$ cat config.mk
export PLATFORM = sky130hd
export DESIGN_NAME = sharpen_filter_flat
export DESIGN_NICKNAME = d
export VERILOG_FILES = /design/src/rtl/sharpen_filter_if.sv /design/src/rtl/sharpen_filter.sv /design/src/flat_wrapper.sv
export SDC_FILE = /design/constraint.sdc
export NUM_CORES = 1
export LEC_CHECK = 0
export ABC_AREA = 0
export BUFFER_PORTS_ARGS = -buffer_cell sky130_fd_sc_hd__buf_2
export CAP_MARGIN = 30
export CORE_AREA = 2 2 97 99
export CTS_CLUSTER_SIZE = 30
export DETAILED_ROUTE_END_ITERATION = 6
export DIE_AREA = 0 0 99 101
export GPL_TIMING_DRIVEN = 1
export PLACE_DENSITY = 0.75
export SYNTH_ARGS = -nofsm -noshare
export SYNTH_HDL_FRONTEND = slang
export SYNTH_SLANG_ARGS = --single-unit
export TNS_END_PERCENT = 50
$ cat constraint.sdc
create_clock -name clk -period 6.8 [get_ports clk]
set_clock_uncertainty 0.05 [all_clocks]
set_input_delay 0.34 -clock clk [delete_from_list [all_inputs] [get_ports clk]]
set_output_delay 0.34 -clock clk [all_outputs]
set_load 0.02 [all_outputs]
$ cat src/rtl/sharpen_filter_if.sv
// Bundle of the sharpen stage's control and memory-port signals.
// master: the filter (drives read/write addresses, write data, done).
// slave: the surrounding pipeline (drives start and the source pixel).
// Ports: start, filter_done, rd_row/rd_col/in_pix (source read port),
//        wr_row/wr_col/out_we/out_pix (destination write port).
interface sharpen_filter_if #(
    parameter int ADDR_W = 6
);
    logic              start;
    logic [ADDR_W-1:0] rd_row;
    logic [ADDR_W-1:0] rd_col;
    logic [23:0]       in_pix;
    logic [ADDR_W-1:0] wr_row;
    logic [ADDR_W-1:0] wr_col;
    logic              out_we;
    logic [23:0]       out_pix;
    logic              filter_done;

    modport master (
        input  start, in_pix,
        output rd_row, rd_col, wr_row, wr_col, out_we, out_pix, filter_done
    );

    modport slave (
        output start, in_pix,
        input  rd_row, rd_col, wr_row, wr_col, out_we, out_pix, filter_done
    );
endinterface

$ cat src/rtl/sharpen_filter.sv
// Purpose: 3x3 sharpen (centre 9, neighbours -1) over the G channel of a source image.
// Latency: fixed 10 cycles per pixel (9 tap reads + 1 write); whole image in 10*4^ADDR_W cycles.
// Backpressure: none; the source read port is combinational and the destination always accepts.
// Ports: clk, rst (synchronous, active-high); bus (sharpen_filter_if.master) carries
//        start/filter_done plus the source read port and the destination write port.
// Option: define SHARPEN_BORDER_COPY_EN to copy border pixels' centre G unchanged
//         instead of zero-padding the kernel at the image edge.
// ADDR_W must match the parameter of the connected interface instance.
module sharpen_filter #(
    parameter int ADDR_W = 6
) (
    input logic              clk,
    input logic              rst,
    sharpen_filter_if.master bus
);

    typedef enum logic [1:0] {IDLE, TAP, WRITE, DONE} state_t;

    localparam logic [ADDR_W-1:0] MAX_IDX = '1;
    localparam logic [ADDR_W-1:0] ONE     = ADDR_W'(1);

    state_t state, state_nx;

    // Centre pixel coordinates and 3x3 tap position (tap_r/tap_c = dr+1 / dc+1).
    logic [ADDR_W-1:0] row, col;
    logic [1:0]        tap_r, tap_c;
    logic signed [12:0] acc;

    logic [ADDR_W-1:0] wr_row_q, wr_col_q;
    logic              out_we_q;
    logic [23:0]       out_pix_q;
    logic              done_q;

    logic              first_tap, centre_tap, last_tap, last_pix;
    logic              row_oob, col_oob, tap_in;
    logic [ADDR_W-1:0] tap_row, tap_col;
    logic [ADDR_W-1:0] rd_row_c, rd_col_c;
    logic [7:0]        g;
    logic signed [12:0] g_ext, contrib, acc_base, acc_sum;
    logic [7:0]        y_clamp, y_out;

    // R and B channels of the source are don't-care.
    logic unused_rb;
    assign unused_rb = ^{bus.in_pix[23:16], bus.in_pix[7:0]};

    assign first_tap  = (tap_r == 2'd0) && (tap_c == 2'd0);
    assign centre_tap = (tap_r == 2'd1) && (tap_c == 2'd1);
    assign last_tap   = (tap_r == 2'd2) && (tap_c == 2'd2);
    assign last_pix   = (row == MAX_IDX) && (col == MAX_IDX);

    // ---------------------------------------------------------------
    // State register
    // ---------------------------------------------------------------
    always_ff @(posedge clk) begin
        if (rst) state <= IDLE;
        else     state <= state_nx;
    end

    always_comb begin
        state_nx = state;
        case (state)
            IDLE:    if (bus.start) state_nx = TAP;
            TAP:     if (last_tap)  state_nx = WRITE;
            WRITE:   state_nx = last_pix ? DONE : TAP;
            DONE:    if (bus.start) state_nx = TAP;
            default: state_nx = IDLE;
        endcase
    end

    // ---------------------------------------------------------------
    // Tap addressing: a tap that falls outside the image parks the read
    // address on the centre pixel and contributes nothing (no wrap).
    // ---------------------------------------------------------------
    always_comb begin
        row_oob = ((tap_r == 2'd0) && (row == '0)) || ((tap_r == 2'd2) && (row == MAX_IDX));
        col_oob = ((tap_c == 2'd0) && (col == '0)) || ((tap_c == 2'd2) && (col == MAX_IDX));
        tap_in  = !row_oob && !col_oob;

        tap_row = row;
        if (tap_r == 2'd0)      tap_row = row - ONE;
        else if (tap_r == 2'd2) tap_row = row + ONE;

        tap_col = col;
        if (tap_c == 2'd0)      tap_col = col - ONE;
        else if (tap_c == 2'd2) tap_col = col + ONE;

        rd_row_c = '0;
        rd_col_c = '0;
        if (state == TAP) begin
            rd_row_c = tap_in ? tap_row : row;
            rd_col_c = tap_in ? tap_col : col;
        end
    end

    // ---------------------------------------------------------------
    // Accumulate: centre adds 9*G (as 8G+G), neighbours subtract G.
    // The first tap restarts from zero so no separate clear cycle is needed.
    // ---------------------------------------------------------------
    always_comb begin
        g        = bus.in_pix[15:8];
        g_ext    = $signed({5'b0, g});
        contrib  = '0;
        if (tap_in) contrib = centre_tap ? ((g_ext <<< 3) + g_ext) : -g_ext;
        acc_base = first_tap ? 13'sd0 : acc;
        acc_sum  = acc_base + contrib;

        if (acc_sum[12])              y_clamp = 8'd0;
        else if (acc_sum > 13'sd255)  y_clamp = 8'd255;
        else                          y_clamp = acc_sum[7:0];
    end

`ifdef SHARPEN_BORDER_COPY_EN
    logic [7:0] centre_g;
    logic       is_border;
    assign is_border = (row == '0) || (row == MAX_IDX) || (col == '0) || (col == MAX_IDX);
    assign y_out     = is_border ? centre_g : y_clamp;

    // Centre G captured on the centre tap, used at the last tap for border pixels.
    always_ff @(posedge clk) begin
        if (rst)                                centre_g <= '0;
        else if ((state == TAP) && centre_tap)  centre_g <= g;
    end
`else
    assign y_out = y_clamp;
`endif

    // ---------------------------------------------------------------
    // Datapath / outputs. The write port is loaded on the edge that ends
    // the last tap, so out_we is high exactly while the FSM sits in WRITE.
    // ---------------------------------------------------------------
    always_ff @(posedge clk) begin
        if (rst) begin
            row       <= '0;
            col       <= '0;
            tap_r     <= '0;
            tap_c     <= '0;
            acc       <= '0;
            wr_row_q  <= '0;
            wr_col_q  <= '0;
            out_we_q  <= 1'b0;
            out_pix_q <= '0;
            done_q    <= 1'b0;
        end else begin
            out_we_q <= 1'b0;
            case (state)
                IDLE, DONE: begin
                    if (bus.start) begin
                        row    <= '0;
                        col    <= '0;
                        tap_r  <= '0;
                        tap_c  <= '0;
                        done_q <= 1'b0;
                    end
                end
                TAP: begin
                    acc <= acc_sum;
                    if (last_tap) begin
                        tap_r     <= '0;
                        tap_c     <= '0;
                        out_we_q  <= 1'b1;
                        wr_row_q  <= row;
                        wr_col_q  <= col;
                        out_pix_q <= {8'h00, y_out, 8'h00};
                    end else if (tap_c == 2'd2) begin
                        tap_c <= '0;
                        tap_r <= tap_r + 2'd1;
                    end else begin
                        tap_c <= tap_c + 2'd1;
                    end
                end
                WRITE: begin
                    // Raster advance: column first, carry into row.
                    {row, col} <= {row, col} + {{ADDR_W{1'b0}}, ONE};
                    if (last_pix) done_q <= 1'b1;
                end
                default: ;
            endcase
        end
    end

    assign bus.rd_row      = rd_row_c;
    assign bus.rd_col      = rd_col_c;
    assign bus.wr_row      = wr_row_q;
    assign bus.wr_col      = wr_col_q;
    assign bus.out_we      = out_we_q;
    assign bus.out_pix     = out_pix_q;
    assign bus.filter_done = done_q;

endmodule

$ cat src/flat_wrapper.sv
// flat-port wrapper written by rule: the top's interface ports become plain ports
module sharpen_filter_flat 
#(
    parameter int ADDR_W = 6
)
  (clk, rst, bus_start, bus_in_pix, bus_rd_row, bus_rd_col, bus_wr_row, bus_wr_col, bus_out_we, bus_out_pix, bus_filter_done);
  sharpen_filter_if #(.ADDR_W(ADDR_W)) bus_i ();
  input logic clk;
  input logic rst;
  input wire logic [$bits(bus_i.start)-1:0] bus_start;
  input wire logic [$bits(bus_i.in_pix)-1:0] bus_in_pix;
  output wire logic [$bits(bus_i.rd_row)-1:0] bus_rd_row;
  output wire logic [$bits(bus_i.rd_col)-1:0] bus_rd_col;
  output wire logic [$bits(bus_i.wr_row)-1:0] bus_wr_row;
  output wire logic [$bits(bus_i.wr_col)-1:0] bus_wr_col;
  output wire logic [$bits(bus_i.out_we)-1:0] bus_out_we;
  output wire logic [$bits(bus_i.out_pix)-1:0] bus_out_pix;
  output wire logic [$bits(bus_i.filter_done)-1:0] bus_filter_done;
  assign bus_i.start = bus_start;
  assign bus_i.in_pix = bus_in_pix;
  assign bus_rd_row = bus_i.rd_row;
  assign bus_rd_col = bus_i.rd_col;
  assign bus_wr_row = bus_i.wr_row;
  assign bus_wr_col = bus_i.wr_col;
  assign bus_out_we = bus_i.out_we;
  assign bus_out_pix = bus_i.out_pix;
  assign bus_filter_done = bus_i.filter_done;
  sharpen_filter #(.ADDR_W(ADDR_W)) u_core (.clk(clk), .rst(rst), .bus(bus_i));
endmodule
==> results of run 1 <==
-- power by group --
part           internal [uW]  switching (uW)  leakage (uW)
clock network           75.1             112     0.0000423
logic                   84.8             162       0.00131
registers                327            19.9      0.000428
total                    487             294       0.00178
-- kinds of logic (layout without fill, tap and decap cells) --
kind of cell	Yosys count	in the layout
AOI/OAI and AO/OA	119	119
xor gates and xnor gates	34	34
adders and majority gates	29	29
buffers and inverters	70	75
DFF	53	53
muxes	11	11
other	1	16
and+or+nand+nor	216	216
-- worst min-delay path by stage --
stage | slack [ps] | to | cells after the start
floorplan | 400 | u_core.acc[0] | 2
finish | 410 | u_core.bus.wr_col[4] | 2
CTS | 410 | u_core.bus.wr_col[3] | 2
global placement | 390 | u_core.bus.out_pix[10] | 2
global route | 430 | u_core.row[5] | 3
detailed placement | 390 | u_core.bus.out_pix[11] | 2
-- per-stage QoR --
| step | std cells | setup slack [ps] |
|---|---|---|
| 2_1_floorplan | 548 | 2987 |
| 6_report | 664 | 2172 |
| 3_3_place_gp | 656 | 2413 |
| 5_1_grt | 664 | 1929 |
| 4_1_cts | 664 | 2275 |
| 3_5_place_dp | 656 | 2297 |
-- critical path, stage by stage (launching register included) --
cell,delay (ps)
dfxtp_1,410
ha_1,270
and3_1,220
and3_1,210
a32oi_1,300
nand2_1,540
nor2_1,260
ha_1,230
inv_1,70
fa_1,400
nor2b_1,160
o31ai_1,120
a21oi_1,230
nor3_1,90
o2111ai_1,640
nor2_1,130
o21ai_0,190
-- layer usage --
metal / part of all wire, % / routed length (um)
met5: 0 / 0
met4: 1.8 / 163
met3: 5.2 / 472
met2: 48 / 4391
met1: 45 / 4083
-- cells in the mapped netlist (all sizes together), types with 2 or more instances --
| library cell | number | area, um2 |
|---|---|---|
| a211o | 2 | 17.52 |
| a211oi | 8 | 65.06 |
| a21o | 8 | 60.06 |
| a21oi | 39 | 195.2 |
| a22o | 2 | 17.52 |
| a22oi | 7 | 52.55 |
| a32oi | 4 | 35.03 |
| and3 | 7 | 43.79 |
| buf | 23 | 150.1 |
| clkbuf | 25 | 93.84 |
| dfxtp | 53 | 1061 |
| fa | 2 | 40.04 |
| ha | 27 | 337.8 |
| inv | 22 | 82.58 |
| mux2i | 11 | 110.1 |
| nand2 | 61 | 231.5 |
| nand2b | 3 | 18.77 |
| nand3 | 12 | 60.06 |
| nand4 | 4 | 25.02 |
| nor2 | 69 | 259.0 |
| nor2b | 26 | 162.7 |
| nor3 | 16 | 80.08 |
| nor3b | 2 | 15.01 |
| nor4 | 4 | 25.02 |
| o211a | 2 | 20.02 |
| o211ai | 2 | 15.01 |
| o21ai | 32 | 160.2 |
| o22ai | 3 | 18.77 |
| o31ai | 3 | 22.52 |
| or3 | 4 | 30.03 |
| or4 | 2 | 15.01 |
| xnor2 | 23 | 201.4 |
| xor2 | 10 | 87.58 |
-- sequential cells by signal (all words and copies together), names as in the netlist --
register,flops
u_core.bus.filter_done,1
u_core.bus.wr_row,6
u_core.bus.out_pix,8
u_core.bus.wr_col,6
u_core.acc,13
u_core.col,6
u_core.tap_c,2
u_core.bus.out_we,1
u_core.tap_r,2
u_core.row,6
u_core.state,2
-- final cells by class --
cell class	instances	area [um2]	share of cell area [%]
clock inverters	3	26.28	0.6215
well taps	111	138.9	3.285
flip-flops and latches	53	1061	25.10
inverters	22	82.58	1.953
clock buffers	5	68.82	1.628
multi-input cells	425	2623	62.03
repair buffers	45	227.7	5.386
==> flow_metrics.env, run 1 <==
export IMPL_ctsResizeCount=0
export IMPL_design_area_um2=4228
export IMPL_synth_compound_area_share_pct=18.61
export IMPL_arrival_ps=4810
export IMPL_dp_hpwl_mm=6.779
export IMPL_crit_end="u_core.bus.out_pix[12]"
export IMPL_path_max_fanout=24
export IMPL_cts_buffers=5
export IMPL_final_common_cell="nor2_1"
export IMPL_routedWlPerCell_um=13.72
export IMPL_cp_end_kind="flip-flop"
export IMPL_root_buffer="clkbuf_8"
export IMPL_rr_startpoint="u_core.row[0]"
export IMPL_relSlewSlack_pct=41.05
export IMPL_avgSynthCellArea_um2=7.406
export IMPL_path_class="reg -> reg"
export IMPL_drt_total_wl_mm=9.110
export IMPL_startpoint="u_core.row[0]"
export IMPL_grt_use_total_pct=17.73
export IMPL_drc=0
export IMPL_rsz0062_at_grt="false"
export IMPL_status="finished clean"
export IMPL_io_buffers=44
export IMPL_powerDensity_nw_per_um2=184.8
export IMPL_synth_mux_area_share_pct=2.789
export IMPL_synthFlopType="dfxtp_1"
export IMPL_post_cts_setup_buffers=0
export IMPL_cts_buffer_depth=2
export IMPL_antenna_found_initial=0
export IMPL_cts_sinks=53
export IMPL_fmax_ghz=0.2161
export IMPL_hold_violations=0
export IMPL_dieWidth_um=99
export IMPL_slew_viol_final=0
export IMPL_hp_class="reg -> reg"
export IMPL_grt_overflow_total=0
export IMPL_worstMarginPinSlew_ps=884.3
export IMPL_hold_worst_slack_ps=407.4
export IMPL_top_usage_layer="met2"
export IMPL_fin_crit_sh_pct=68.06
export IMPL_num_rows=35
export IMPL_io_pins=77
export IMPL_insertion_delay_ps=320
export IMPL_holdBufCountCts=0
export IMPL_num_fill_cells=864
export IMPL_synth_xor_area_share_pct=7.892
export IMPL_finalSetupViolations=0
export IMPL_ys_async_sr_fraction_pct=0
export IMPL_seq_area_frac_synth_pct=26.88
export IMPL_worstHoldStart="u_core.bus.wr_col[4]"
export IMPL_reg2reg_slack_ps=2170
export IMPL_dieArea_um2=9999
export IMPL_setup_tns_ps=0
export IMPL_grt_use_met3_pct=2.497
export IMPL_synth_edf_count=0
export IMPL_via_per_inst=5.503
export IMPL_synthDistinctLibCells=54
export IMPL_ys_seq_elements=53
export IMPL_required_ps=6990
export IMPL_gp_congestion=0.9141
export IMPL_ir_drop_mv=0.1001
export IMPL_grt_max_degree=45
export IMPL_layout_common_cells="nor2_1, nand2_1, dfxtp_1"
export IMPL_syn_inst=533
export IMPL_num_nets_final=608
export IMPL_start_kind="flip-flop"
export IMPL_ant_nets=0
export IMPL_detailedRoute_firstIterationViolations=256
export IMPL_coreArea_um2=8977
export IMPL_dpl_cell_area_um2=4133
export IMPL_htree_num_levels=2
export IMPL_p_total_uw=781.4
export IMPL_syn2layout_area_growth_pct=7.100
export IMPL_path_clk_slew_ps=110
export IMPL_reg2reg_depth=16
export IMPL_synth_top_family_by_area="simple AND/OR/NAND/NOR gates"
export IMPL_yosysWarnings=0
export IMPL_die_h_um=101
export IMPL_drt_pass1_iter_count=5
export IMPL_synth_area_um2=3948
export IMPL_start_util_pct=43.97
export IMPL_synthAdderAreaFrac_pct=9.572
export IMPL_drive_gt1_share_pct=11.03
export IMPL_antennaDiodeCount=0
export IMPL_min_period_ps=4628
export IMPL_cts_tree="yes"
export IMPL_use_met2_pct=31.96
export IMPL_synthSimpleGateAreaFrac_pct=25.90
export IMPL_r2r_end="u_core.bus.out_pix[12]"
export IMPL_via_count=3654
export IMPL_final_core_util_pct=47.09
export IMPL_grt_pass1_wl_mm=14.88
export IMPL_maxCapViolations=0
export IMPL_p_leak_uw=0.001784
export IMPL_first_global_vias=3308
export IMPL_met1_usage_pct=21.97
No activity file was read; power rests on OpenSTA's default activity.
==> inputs of run 2 (changes only) <==
- clock period: 6.8 -> 4.3 ns (I/O delays scaled with it)
==> run 2 against run 1 <==
Die area stayed put. Non-clock buffer count increased by 6. First-iteration DRC count is 21% lower. Setup slack got worse by 1900 ps. Fmax increased by 15%. Design area rose by 1.5%. Clock power is 87% higher. Via count shrank 0.19%. Core utilization rose by 0.70 points. Critical endpoint unchanged. Highest routed layer unchanged.
==> flow_metrics.env, run 2 (synthesis gave the netlist of run 1 again) <==
export IMPL_min_period_ps=4021
export IMPL_finalSetupViolations=0
export IMPL_drt_total_wl_mm=9.107
export IMPL_hold_violations=0
export IMPL_cts_buffers=5
export IMPL_multi_input_area_um2=2623
export IMPL_htree_num_levels=2
export IMPL_seq_area_um2=1061
export IMPL_worstHoldStart="bus_start"
export IMPL_crit_chain="ha_1 -> nand3_1 -> nor2_1 -> a32oi_1 -> nand2_1 -> nor2_1 -> ha_1 -> inv_1 -> fa_1 -> nor2b_1 -> o31ai_1 -> a21oi_1 -> o21a_1 -> o2111ai_1 -> buf_4 -> nor2_1 -> o21ai_0"
export IMPL_met1_length_mm=3.955
export IMPL_ant_nets=0
export IMPL_dieArea_um2=9999
export IMPL_cts_sinks=53
export IMPL_via_count=3647
export IMPL_p_total_uw=1291
export IMPL_status="finished clean"
export IMPL_maxCapViolations=0
export IMPL_slowest_delay_ps=520
export IMPL_routedWlPerCell_um=13.59
export IMPL_largest_reg_flops=13
export IMPL_p_clk_share_pct=27.1
export IMPL_io_pins=77
export IMPL_coreArea_um2=8977
export IMPL_grt_max_degree=45
export IMPL_hp_class="in -> reg"
export IMPL_fmax_ghz=0.2487
export IMPL_comb_power_share_pct=30.5
export IMPL_worstMarginPinSlew_ps=867.6
export IMPL_route_met2_wl_mm=4.552
export IMPL_insertion_delay_ps=320
export IMPL_final_core_util_pct=47.79
export IMPL_syn2layout_area_growth_pct=8.685
export IMPL_p_leak_uw=0.001832
export IMPL_path_clk_slew_ps=110
export IMPL_rsz0062_at_grt="false"
export IMPL_slew_viol_final=0
export IMPL_powerDensity_nw_per_um2=301.0
export IMPL_cts_tree="yes"
export IMPL_ir_drop_mv=0.2033
export IMPL_drt_pass1_iter_count=4
export IMPL_p_seq_share_pct=42.4
export IMPL_gp_congestion=0.9556
export IMPL_antenna_found_initial=0
export IMPL_fin_crit_sh_pct=93.51
export IMPL_ctsResizeCount=0
export IMPL_crit_slowest_cell="dfxtp_1"
export IMPL_cts_buffer_depth=2
export IMPL_setup_tns_ps=0
export IMPL_io_buffers=44
export IMPL_cp_end_kind="flip-flop"
export IMPL_p_sw_share_pct=35.90
export IMPL_power_switching_uw=463.5
export IMPL_path_class="reg -> reg"
export IMPL_arrival_ps=4220
export IMPL_via_per_inst=5.443
export IMPL_top_register="u_core.acc"
export IMPL_detailedRoute_firstIterationViolations=202
export IMPL_num_fill_cells=890
export IMPL_holdBufCountCts=0
export IMPL_drive_gt1_share_pct=11.99
export IMPL_routed_top_layer="met4"
export IMPL_num_nets_final=614
export IMPL_required_ps=4490
export IMPL_final_instance_count_excl_fill=670
export IMPL_dp_hpwl_mm=6.799
export IMPL_grt_pass1_wl_mm=15.18
export IMPL_grt_overflow_total=0
export IMPL_num_rows=35
export IMPL_drc=0
export IMPL_start_util_pct=43.97
export IMPL_grt_use_total_pct=18.09
export IMPL_cpMostUsedCell="nor2_1"
export IMPL_rr_startpoint="u_core.col[1]"
export IMPL_startpoint="u_core.col[1]"
export IMPL_post_cts_setup_buffers=0
export IMPL_placedCellCount=662
export IMPL_dieWidth_um=99
export IMPL_layout_common_cells="nor2_1, nand2_1, dfxtp_1"
export IMPL_root_buffer="clkbuf_8"
export IMPL_start_kind="flip-flop"
export IMPL_path_max_fanout=13
export IMPL_antennaDiodeCount=0
export IMPL_relSlewSlack_pct=42.16
export IMPL_die_h_um=101
export IMPL_p_int_uw=827.8
export IMPL_first_global_vias=3288
export IMPL_hold_worst_slack_ps=300.1
export IMPL_final_common_cell="nor2_1"
export IMPL_wl_met3_um=492
-- run 2: changes by cell type in the layout (fill, tap and decap cells not counted) --
cell / before / now
inv_8: 1 / 0
clkinv_2: 0 / 1
clkinvlp_4: 2 / 0
inv_6: 0 / 1
buf_4: 1 / 7
bufinv_16: 0 / 1
-- run 2: layout make-up --
cell class,instances,share of cell area [%]
Tap cell,111,3.237
Multi-Input combinational cell,425,61.13
Timing Repair Buffer,51,6.358
Clock buffer,5,1.604
Clock inverter,3,1.021
Sequential cell,53,24.73
Inverter,22,1.925
-- run 2: worst paths after layout --
kind              cells past startpoint                endpoint  slack [ps]
hold reg to reg                       2    u_core.bus.wr_row[0]         410
hold / removal                        3           u_core.row[0]         300
setup / recovery                     17  u_core.bus.out_pix[12]         280
setup reg to reg                     17  u_core.bus.out_pix[12]         280
-- run 2: stage by stage --
| step | setup WS [ps] | instance area (um2) |
|---|---|---|
| after floorplan | 487.0 | 4004 |
| after global placement | 407.9 | 4178 |
| after detailed placement | 309.4 | 4178 |
| after CTS | 366.0 | 4290 |
| after global routing | 14.52 | 4290 |
| final | 278.9 | 4290 |
-- run 2: power by group through the flow --
stage                     Combinational [uW]  Clock (uW)  Sequential [uW]
after floorplan                          325           0              548
after global placement                   382           0              556
after detailed placement                 391           0              559
after CTS                                393         356              547
after global routing                     439         371              553
final                                    394         350              547
-- run 2: critical path, delay by kind of cell (launching register included) --
family,cells,cell delay [ps]
DFF,1,520
buffers and inverters,2,300
adders and majority gates,3,750
and+or+nand+nor,6,1020
AOI/OAI and AO/OA,6,1300
-- run 2: routing by layer --
metal  track usage (%)  up-vias
met5                 0        -
met4             4.636        0
met3             2.774       10
met2             32.69      117
met1             22.44     1676
li1                  -     1844
